### src/rtl/fetch_unit.sv
// fetch_unit: instruction fetch stage feeding decode.
// Issues in-order word requests to instruction memory, queues the returned
// words with their PCs in a small circular FIFO, and flushes/restarts on a
// redirect from execute. Requests are credit-limited so that the queue can
// always absorb every response that is still in flight.
module fetch_unit #(
    parameter logic [31:0] RESET_PC = 32'h0000_0000,
    parameter int          DEPTH    = 2
) (
    input  logic        clock,
    input  logic        reset,
    output logic        imem_req_valid,
    input  logic        imem_req_ready,
    output logic [31:0] imem_req_addr,
    input  logic        imem_resp_valid,
    input  logic [31:0] imem_resp_data,
    input  logic        redirect,
    input  logic [31:0] redirect_pc,
    output logic        instr_valid,
    input  logic        instr_ready,
    output logic [31:0] instr_raw,
    output logic [31:0] instr_pc
);
    localparam int PTR_W = (DEPTH > 1) ? $clog2(DEPTH) : 1;
    localparam int CNT_W = $clog2(DEPTH + 1);
    localparam logic [CNT_W:0]   CREDIT  = (CNT_W + 1)'(DEPTH);
    localparam logic [CNT_W-1:0] CNT_ONE = CNT_W'(1);
    localparam logic [PTR_W-1:0] PTR_ONE = PTR_W'(1);

    logic [31:0]      fetch_pc;
    logic [31:0]      resp_pc;
    logic [CNT_W-1:0] count;
    logic [CNT_W-1:0] outstanding;
    logic [CNT_W-1:0] drop;
    logic [PTR_W-1:0] head;
    logic [PTR_W-1:0] tail;
    logic [31:0]      data_mem [DEPTH];
    logic [31:0]      pc_mem   [DEPTH];

    logic [CNT_W:0]   in_use;
    logic             req_fire;
    logic             enq;
    logic             deq;
    logic [CNT_W-1:0] issue_inc;
    logic [CNT_W-1:0] resp_dec;
    logic [CNT_W-1:0] enq_inc;
    logic [CNT_W-1:0] deq_dec;
    logic [31:0]      redirect_base;
    logic [1:0]       unused_pc_bits;

    // Credit covers both queued words and words still owed by memory, so an
    // accepted request always has a queue slot waiting for its response.
    assign in_use         = {1'b0, count} + {1'b0, outstanding};
    assign imem_req_valid = !reset && !redirect && (in_use < CREDIT);
    assign imem_req_addr  = fetch_pc;
    assign req_fire       = imem_req_valid && imem_req_ready;

    // Responses owed to a flushed PC stream are discarded until drop hits 0.
    assign enq = imem_resp_valid && (drop == '0) && !redirect;

    // Decode handshake is meaningless in a redirect cycle: decode is flushed too.
    assign instr_valid = !reset && (count != '0);
    assign deq         = instr_valid && instr_ready && !redirect;
    assign instr_raw   = data_mem[head];
    assign instr_pc    = pc_mem[head];

    assign issue_inc = {{(CNT_W-1){1'b0}}, req_fire};
    assign resp_dec  = {{(CNT_W-1){1'b0}}, imem_resp_valid};
    assign enq_inc   = {{(CNT_W-1){1'b0}}, enq};
    assign deq_dec   = {{(CNT_W-1){1'b0}}, deq};

    // Redirect targets are word aligned; the low address bits are ignored.
    assign redirect_base  = {redirect_pc[31:2], 2'b00};
    assign unused_pc_bits = redirect_pc[1:0];

    // Control state: PCs, occupancy, in-flight and discard counters, pointers.
    always_ff @(posedge clock) begin
        if (reset) begin
            fetch_pc    <= RESET_PC;
            resp_pc     <= RESET_PC;
            count       <= '0;
            outstanding <= '0;
            drop        <= '0;
            head        <= '0;
            tail        <= '0;
        end else if (redirect) begin
            // Every request still owed (minus one answered right now) is stale.
            fetch_pc    <= redirect_base;
            resp_pc     <= redirect_base;
            count       <= '0;
            head        <= '0;
            tail        <= '0;
            outstanding <= outstanding - resp_dec;
            drop        <= outstanding - resp_dec;
        end else begin
            if (req_fire) begin
                fetch_pc <= fetch_pc + 32'd4;
            end
            if (enq) begin
                resp_pc <= resp_pc + 32'd4;
                tail    <= tail + PTR_ONE;
            end
            if (deq) begin
                head <= head + PTR_ONE;
            end
            if (imem_resp_valid && (drop != '0)) begin
                drop <= drop - CNT_ONE;
            end
            outstanding <= outstanding + issue_inc - resp_dec;
            count       <= count + enq_inc - deq_dec;
        end
    end

    // Queue storage: each entry holds a fetched word and the PC it came from.
    always_ff @(posedge clock) begin
        if (reset) begin
            for (int i = 0; i < DEPTH; i++) begin
                data_mem[i] <= '0;
                pc_mem[i]   <= '0;
            end
        end else if (enq) begin
            data_mem[tail] <= imem_resp_data;
            pc_mem[tail]   <= resp_pc;
        end
    end
endmodule

### config.mk
export PLATFORM = sky130hd
export DESIGN_NAME = fetch_unit
export DESIGN_NICKNAME = d
export VERILOG_FILES = /design/src/rtl/fetch_unit.sv
export SDC_FILE = /design/constraint.sdc
export NUM_CORES = 1
export LEC_CHECK = 0
export BUFFER_PORTS_ARGS = -buffer_cell sky130_fd_sc_hd__buf_2
export CAP_MARGIN = 0
export CORE_UTILIZATION = 51
export DETAILED_ROUTE_END_ITERATION = 10
export GPL_ROUTABILITY_DRIVEN = 0
export GPL_TIMING_DRIVEN = 0
export PLACE_DENSITY = 0.77
export SLEW_MARGIN = 20
export SYNTH_ARGS = -nofsm -noshare
export SYNTH_HDL_FRONTEND = slang
export SYNTH_SLANG_ARGS = --single-unit
### constraint.sdc
create_clock -name clock -period 4.73 [get_ports clock]
set_input_delay 0.7095 -clock clock [delete_from_list [all_inputs] [get_ports clock]]
set_output_delay 0.7095 -clock clock [all_outputs]
set_load 0.01 [all_outputs]
* After elaboration in Yosys (flattened, before gate mapping)
Memories as Yosys holds them, arrays and structs flattened. A register that Yosys moved wholly into a read port is not among the register bits.
Cells that the tools add are included.
** Cells by class
- Add/sub/neg operators :: 11
- $lt $le $gt $ge :: 1
- Multiplexer cells :: 22
- Reductions and logical operators :: 20
** Operators with widths (count)
- 32-bit 2-to-1 mux :: 6
- 32-bit by 3-bit adder with 32-bit output, second input constant :: 2
- 32-bit OR reduction :: 2
- 1-bit 2-to-1 mux :: 13
- 2-bit nonzero test :: 5
- 1-bit logical AND :: 9
- 2-bit 2-to-1 mux :: 3
- 2-bit by 1-bit subtractor with 2-bit output :: 3
- 2-bit by 1-bit adder with 2-bit output :: 2
- 2-bit by 2-bit adder with 3-bit output :: 1
- 3-bit by 2-bit less-than comparator with 1-bit output, second input constant :: 1
- 1-bit adder, second input constant :: 2
- 1-bit logical NOT :: 2
- 2-bit logical NOT :: 1
- 2-bit OR reduction :: 1
- 2-bit by 1-bit subtractor with 2-bit output, second input constant :: 1
** Storage, ports and cells
- Flip-flop bits (word level) :: 72
- Bits in writable memories :: 128
- Word-level logic and storage cells :: 65
- Memories :: 2
** Memory list
- data_mem :: words 2, bits a word 32, rd ports 1, clocked after memory_dff 1, write ports 2, RTL line 37 : logic [31:0] data_mem [DEPTH];
- pc_mem :: words 2, bits a word 32, rd ports 1, clocked after memory_dff 1, write ports 2, RTL line 38 : logic [31:0] pc_mem [DEPTH];

* Depth between registers and ports, before layout
Gate-level depths: netlist of run 1.
- Word-level depth :: 8
- Depth in mapped cells :: 14
- Mapped depth without buffers :: 12

* Least setup slack after synthesis of run 1
Ideal clock, no wire load.
- Path type :: input-to-reg
- Start point :: in imem_resp_valid
- End point :: mem data_mem[0][0] (enable)
- Setup time :: 0.495 ns
- Data arrival time :: 4.395 ns
- Data required time :: 4.235 ns
- Path slack :: -0.159 ns
- Cell stages on the path :: 5
- Buffers on the path :: 2
- Cells stage by stage :: and2_1 clkbuf_1 clkbuf_1 nand2_1 o21bai_1
** RTL lines
- start: declaration :: RTL line 15 : input logic imem_resp_valid,
- end: declaration :: RTL line 37

* Final worst setup path of run 1
- Start point :: reg count[0]
- End point :: reg outstanding[1]
** On the way
- Cells in the longest elaborated chain, start to end :: 7
** RTL lines
- start: declaration :: RTL line 32 : logic [CNT_W-1:0] count;
- start signal: assignment :: RTL line 110 : count <= count + enq_inc - deq_dec;
- 2-bit by 2-bit adder with 3-bit output :: RTL line 53 : assign in_use = {1'b0, count} + {1'b0, outstanding};
- 3-bit by 2-bit less-than comparator with 1-bit output :: RTL line 54 : assign imem_req_valid = !reset && !redirect && (in_use < CREDIT);
- 1-bit logical AND :: RTL line 54
- 1-bit logical AND :: RTL line 56 : assign req_fire = imem_req_valid && imem_req_ready;
- 2-bit by 1-bit adder with 2-bit output :: RTL line 109 : outstanding <= outstanding + issue_inc - resp_dec;
- 2-bit by 1-bit subtractor with 2-bit output :: RTL line 109
- 2-bit 2-to-1 mux :: RTL line 86 : end else if (redirect) begin
- end signal: assignment :: RTL line 93 : outstanding <= outstanding - resp_dec;
- end signal: assignment :: RTL line 109
- end: declaration :: RTL line 33 : logic [CNT_W-1:0] outstanding;
No other way between the ends.
A chain may end at the register's enable or synchronous reset.

==> results of run 1 <==
## layout by cell type, fill, tap and decap left out, drive strengths merged, types with 5 or more instances in the layout
cell / count
o21bai: 8
a21oi: 22
buf: 175
or4: 17
o31ai: 9
a311oi: 6
and4: 9
mux2: 62
o211ai: 6
nor3: 13
a211oi: 5
and2: 132
xor2: 13
ha: 8
o21ai: 9
o21a: 5
o31a: 20
nand4: 27
clkbuf: 65
nand2: 32
edfxtp: 124
xnor2: 15
a31oi: 15
dfxtp: 69
inv: 35
or3: 8
nor4: 16
nor2: 26
nand3: 25
and3: 7
a21boi: 18
## cell type report
class	instances	share of cell area [%]
plain buffers	59	2.14
clock buffers	17	3.83
clock inverters	15	1.15
inverters	28	0.947
multi-input cells	557	35.3
flip-flops and latches	193	46.0
well taps	229	2.58
repair buffers	164	8.01
## logic make-up after synthesis
group                    synth area share (%)
AO/OA/AOI/OAI                            9.98
flip-flops                               54.7
adder cells (fa/ha/maj)                  1.29
other                                  0.0401
buffers and inverters                    3.67
multiplexers                             7.47
AND/OR/NAND/NOR                          20.3
XOR/XNOR                                 2.63
## routing by layer
layer	up-vias	global-route usage [%]	wire length, um
li1	3446	-	-
met1	3380	31.2	9630
met2	310	39.5	10600
met3	37	3.94	1700
met4	0	10.1	541
met5	-	0	0
## power by group through the flow
stage                     Clock (uW)  Combinational [uW]  Sequential (uW)
after floorplan                    0                 243             1990
after global placement             0                 402             2000
after detailed placement           0                 423             2010
after CTS                       1370                 427             1970
after global routing            1430                 468             1980
final                           1350                 426             1970
## critical path: cells and delay by family, from the launching register on
family	cells	cell delay (ns)
buffers and inverters	4	0.63
and+or+nand+nor	4	0.91
AOI/OAI and AO/OA	1	0.19
DFF	1	0.38
adders and majority gates	3	0.98
xor gates and xnor gates	2	0.26
## worst min path at each step
stage	startpoint	end	cells past startpoint
3_3_place_gp	head	head	2
5_1_grt	head	head	2
3_5_place_dp	head	head	2
2_1_floorplan	head	flop	2
6_report	head	head	2
4_1_cts	head	head	2
## state kept, by name, indices dropped and copies added, names as in the netlist, named ones only
signal,count
count,2
data_mem,64
drop,2
head,1
imem_req_addr,30
outstanding,2
pc_mem,60
resp_pc,30
tail,1
## stage by stage
stage / setup TNS [ns] / setup WS [ns] / hold WS (ns) / power (uW) / cell area, um^2
after floorplan: 0 / 1.15 / 0.472 / 2240 / 9360
after global placement: -10.48 / -0.172 / 0.496 / 2400 / 10400
after detailed placement: 0 / 1.30 / 0.501 / 2430 / 10500
after CTS: 0 / 1.26 / 0.519 / 3760 / 11100
after global routing: 0 / 1.03 / 0.556 / 3880 / 11100
final: 0 / 1.24 / 0.519 / 3750 / 11100
==> impl_metrics.tcl, run 1 <==
set metrics [dict create \
    overflow 0 \
    multi_input_area_um2 3920 \
    io_pins 168 \
    startpoint_type "flop" \
    synth_seq_cells 193 \
    nFillCells 1488 \
    rrSetupSlack_ns 1.24 \
    drc 0 \
    slew_violations 0 \
    area_growth_syn_to_layout_pct 18.8 \
    synth.most_common_cell "and2_1" \
    cp.required_ns 5.05 \
    slowest_stage "or3b_2" \
    antenna_left 0 \
    end_kind "flop" \
    cap_violations 0 \
    grt_pass1_wl_mm 34.2 \
    path_class "flop to flop" \
    antenna_cells 0 \
    finClkSkew_ns 0.0133 \
    cp_max_fo 10 \
    switching_power_uw 981 \
    seq_power_share_pct 52.6 \
    p_sw_share_pct 26.2 \
    drive_gt1_share_pct 26.2 \
    dr.first_iter.drc_count 383 \
    r2r-start "count[0]" \
    synthDominantCellAreaShare_pct 39.9 \
    status "finished, final reports clean" \
    ys_seq_area_share_pct 54.7 \
    hp-class "flop to flop" \
    row_count 49 \
    firstDrtPassIters 5 \
    clock.fmax_mhz 287 \
    rsz0062_at_grt "no" \
    synth_edf_count 124 \
    vias_per_cell 5.68 \
    core_um2 18000 \
    worst-slew-pin-transition_ns 0.734 \
    leakage_uw 0.00434 \
    p_int_uw 2770 \
    grt_pass1_vias 6687 \
    period_share_pct 73.7 \
    synth_flop_cell "edfxtp_1" \
    synthCells 834 \
    vias 7173 \
    ir_drop_mv 0.281 \
    grt_antenna_before_repair 0 \
    clock-root-buffer "clkbuf_16" \
    synthTopCellsByCount "and2_1 (132), edfxtp_1 (124), dfxtp_1 (69), mux2_2 (62), clkbuf_1 (48)" \
    cts_tree "yes" \
    max_stage_delay_ns 0.47 \
    nets 1099 \
    netlist_area_um2 9340 \
    crit_start "count[0]" \
    rr_worst_depth 14 \
    wl_mm 22.5 \
    ctsResizeCount 0 \
    r2r_end "outstanding[1]" \
    ys_warn_count 0 \
    dp_hpwl_mm 16.3 \
    clockPowerShare_pct 36.1 \
    final_cells 1262 \
    dieWidth_um 137 \
    seqCellArea_um2 5100 \
    fin_crit_ns 3.49 \
    grtUsageTotal_pct 24.0 \
    combPwrFrac_pct 11.4 \
    wire_per_inst_um 17.8 \
    synth_top_area_cell "edfxtp_1" \
    cts-buffers-inserted 17 \
    async_flop_share_pct 0 \
    arrival_ns 3.80 \
    crit_chain "and2_1, fa_1, or3b_2, clkbuf_1, nor2_2, inv_1, clkbuf_1, ha_1, inv_1, ha_1, xnor2_1, o21ai_0, xnor2_1, nor2_1" \
    port_buffers 161 \
    place_inst 1230 \
    start_util_pct 52.0 \
    hold_buffers 0 \
    numClockSinks 193 \
    insertion_delay_ns 0.44 \
    h-tree-depth 4 \
    dieArea_um2 18900 \
    critPathCapture "outstanding[1]" \
    clock_path_buffers 2 \
    utilization_pct 61.8 \
    hold_violations 0 \
    setup_viol 0 \
    postSynthAreaPerCell_um2 11.2 \
    fp.dieH_um 137 \
    powerDensity_nw_per_um2 338 \
    synth_area_leaders "edfxtp_1 (40%), dfxtp_1 (15%), and2_1 (8.8%), mux2_2 (7.5%), clkbuf_1 (1.9%)" \
    cts_setup_buffers 0 \
    slew_headroom_pct 51.0 \
    cts.clk_slew.worst_paths_ns 0.08 \
    grt_max_degree 53 \
    ys_types 51 \
]
Note: power is estimated with default switching activity, not from simulation.
==> run 2: changes to the inputs <==
ABC_AREA = 1   (was unset)
PLACE_DENSITY = 0.76   (was 0.77)
clock period = 2.89 ns   (was 4.73 ns; I/O delays follow)
==> run 2 against run 1 <==
Against the previous run: flip-flop and latch count unchanged; clock skew decreased by 0.00060 ns; die area grew 5.4%; register-to-register slack got worse by 1.1 ns; via count up 19%; global-route usage grew 1.4 points; sequential power up 62%; clock-buffer cell count is 1 higher; routed wire length up 11%; sequential share of layout area is 2.1 points lower; first-iteration DRC count grew 57%; critical path depth shrank 6; critical endpoint is now pc_mem[1][30]; largest power group unchanged.
==> impl_metrics.tcl, run 2 <==
set metrics [dict create \
    antenna_cells 0 \
    insertion_delay_ns 0.44 \
    wire_per_inst_um 15.3 \
    slowest_stage "clkbuf_1" \
    synth_seq_cells 193 \
    cp_max_fo 32 \
    grt_antenna_before_repair 0 \
    cts_tree "yes" \
    ir_drop_mv 0.408 \
    synthDominantCellAreaShare_pct 37.8 \
    vias 8531 \
    dieWidth_um 141 \
    fp.dieH_um 141 \
    clock.fmax_mhz 369 \
    rsz0062_at_grt "no" \
    hp-class "input port to flop" \
    ys_seq_area_share_pct 51.8 \
    synthAdderAreaFrac_pct 1.22 \
    largest-register "data_mem" \
    row_count 50 \
    postSynthAreaPerCell_um2 8.41 \
    max_stage_delay_ns 0.50 \
    netlist_area_um2 9850 \
    cp.buffers_inverters 4 \
    powerDensity_nw_per_um2 533 \
    end_kind "flop" \
    final_common_cell "nand2_1" \
    slew_violations 0 \
    status "finished, final reports clean" \
    pre_cts_ws_ns 0.142 \
    antenna_left 0 \
    synthSimpleGateAreaFrac_pct 23.6 \
    final_cells 1627 \
    synth_area_leaders "edfxtp_1 (38%), dfxtp_1 (14%), nand2_1 (9.5%), nor2_1 (8.6%), mux2_2 (7.1%)" \
    grt_max_degree 33 \
    ctsResizeCount 0 \
    rr_worst_depth 8 \
    place_inst 1595 \
    synth_edf_count 124 \
    cts.clk_slew.worst_paths_ns 0.07 \
    grt_pass1_wl_mm 38.3 \
    core_um2 18800 \
    synth_top_area_cell "edfxtp_1" \
    leakage_uw 0.00490 \
    fin_crit_ns 2.71 \
    synth_flop_cell "edfxtp_1" \
    ys_types 38 \
    synth_top_family_by_area "simple AND/OR/NAND/NOR gates" \
    synthCells 1171 \
    timing.final.ws_setup_ns 0.183 \
    r2r_end "pc_mem[1][30]" \
    clock-root-buffer "clkbuf_16" \
    slew_headroom_pct 42.9 \
    cp.required_ns 3.06 \
    port_buffers 159 \
    arrival_ns 2.88 \
    largest_registers "data_mem (64), pc_mem (60)" \
    critPathTopFamily "buffers and inverters" \
    dpl-instance-area_um2 11000 \
    synth-xor-area-share_pct 0.711 \
    async_flop_share_pct 0 \
    io_pins 168 \
    cap_violations 0 \
    synthMuxAreaShare_pct 7.09 \
    final_cell_mix "nand2_1 (248), nor2_1 (226), buf_2 (168)" \
    utilization_pct 61.7 \
    firstDrtPassIters 5 \
    start_util_pct 52.3 \
    numClockSinks 193 \
    setup_viol 0 \
    finClkSkew_ns 0.0127 \
    largest_reg_flops 64 \
    synth.most_common_cell "nand2_1" \
    cts-buffers-inserted 17 \
    rrSetupSlack_ns 0.18 \
    ys_warn_count 0 \
    period_share_pct 93.7 \
    synthTopCellsByCount "nand2_1 (250), nor2_1 (226), inv_1 (143), edfxtp_1 (124), dfxtp_1 (69)" \
    postLayoutCellArea_um2 11600 \
    wl_mm 24.9 \
    vias_per_cell 5.24 \
    hold_violations 0 \
    synth_compound_area_share_pct 7.82 \
    nets 1433 \
    whs_path_depth 3 \
    dp_hpwl_mm 18.6 \
    path_class "flop to flop" \
    worst-slew-pin-transition_ns 0.857 \
    clock_path_buffers 2 \
    grtUsageTotal_pct 25.4 \
    holdCritStartpoint "redirect_pc[5]" \
    grt_pass1_vias 7799 \
    drc 0 \
    drive_gt1_share_pct 22.2 \
    crit_chain "inv_1, ha_1, nand2_2, inv_2, nand3_1, clkbuf_1, nand2_4, buf_12" \
    overflow 0 \
    area_growth_syn_to_layout_pct 17.9 \
    hold_buffers 0 \
    cts_setup_buffers 0 \
    hold_end "imem_req_addr[5]" \
    dieArea_um2 19900 \
    h-tree-depth 4 \
    dr.first_iter.drc_count 603 \
    startpoint_type "flop" \
    r2r-start "drop[0]" \
]
[run 2: cell types whose count changed in the layout (fill, tap and decap cells not counted), moves of 26 or more]
cell     change
nand3_1     +26
and2_1     -131
inv_1      +115
a21oi_1     +41
nand2_1    +216
o21ai_0     +46
nor2_1     +201
[run 2: cell families after synthesis]
family	count (synthesis)
simple gates	562
flops	193
buf+inv	189
compound gates	147
mux	62
fa+ha+maj	9
xor+xnor	8
other cells	1
[run 2: worst reg2reg max path, stage by stage, from the launching register on]
cell	delay, ns
dfxtp_1	0.31
inv_1	0.05
ha_1	0.22
nand2_2	0.12
inv_2	0.11
nand3_1	0.37
clkbuf_1	0.51
nand2_4	0.41
buf_12	0.32
[run 2: area by class of cell]
type,instances,area (um^2)
Sequential cell,193,5100
Clock inverter,14,136
Inverter,145,546
Clock buffer,18,429
Multi-Input combinational cell,792,4020
Buffer,44,218
Tap cell,260,325
Timing Repair Buffer,161,836
Fill cell,1606,7220
[run 2: routing by layer]
layer / vias to the layer above / share of wire, % / wire length [um] / global-route usage [%]
met5: - / 0 / 0 / 0
met4: 0 / 3.2 / 796 / 12.3
met3: 61 / 9.0 / 2230 / 4.04
met2: 423 / 47 / 11700 / 42.3
met1: 3878 / 41 / 10200 / 32.2
li1: 4169 / - / - / -
[run 2: metrics by stage]
| stage | setup TNS, ns | total power (uW) | hold slack [ns] |
|---|---|---|---|
| after floorplan | 0 | 3650 | 0.459 |
| after global placement | -47.33 | 3920 | 0.470 |
| after detailed placement | 0 | 3950 | 0.484 |
| after CTS | 0 | 6200 | 0.223 |
| after global routing | 0 | 6390 | 0.247 |
| final | 0 | 6190 | 0.251 |
[run 2: report_power, final]
group | leakage [uW] | internal (uW) | switching [uW]
combinational | 0.00278 | 263 | 447
sequential | 0.00186 | 3080 | 102
clock | 0.000269 | 1150 | 1140
[run 2: worst max path at each step]
stage / from / to / slack (ns) / depth (start not counted)
3_5_place_dp: imem_resp_valid / pc_mem[0][28] / 0.14 / 7
6_report: drop[0] / pc_mem[1][30] / 0.18 / 8
4_1_cts: drop[0] / pc_mem[0][28] / 0.14 / 8
2_1_floorplan: redirect / data_mem[0][0] / 0.47 / 5
3_3_place_gp: imem_resp_valid / pc_mem[0][30] / -0.39 / 6
5_1_grt: drop[0] / pc_mem[1][25] / 0.05 / 8
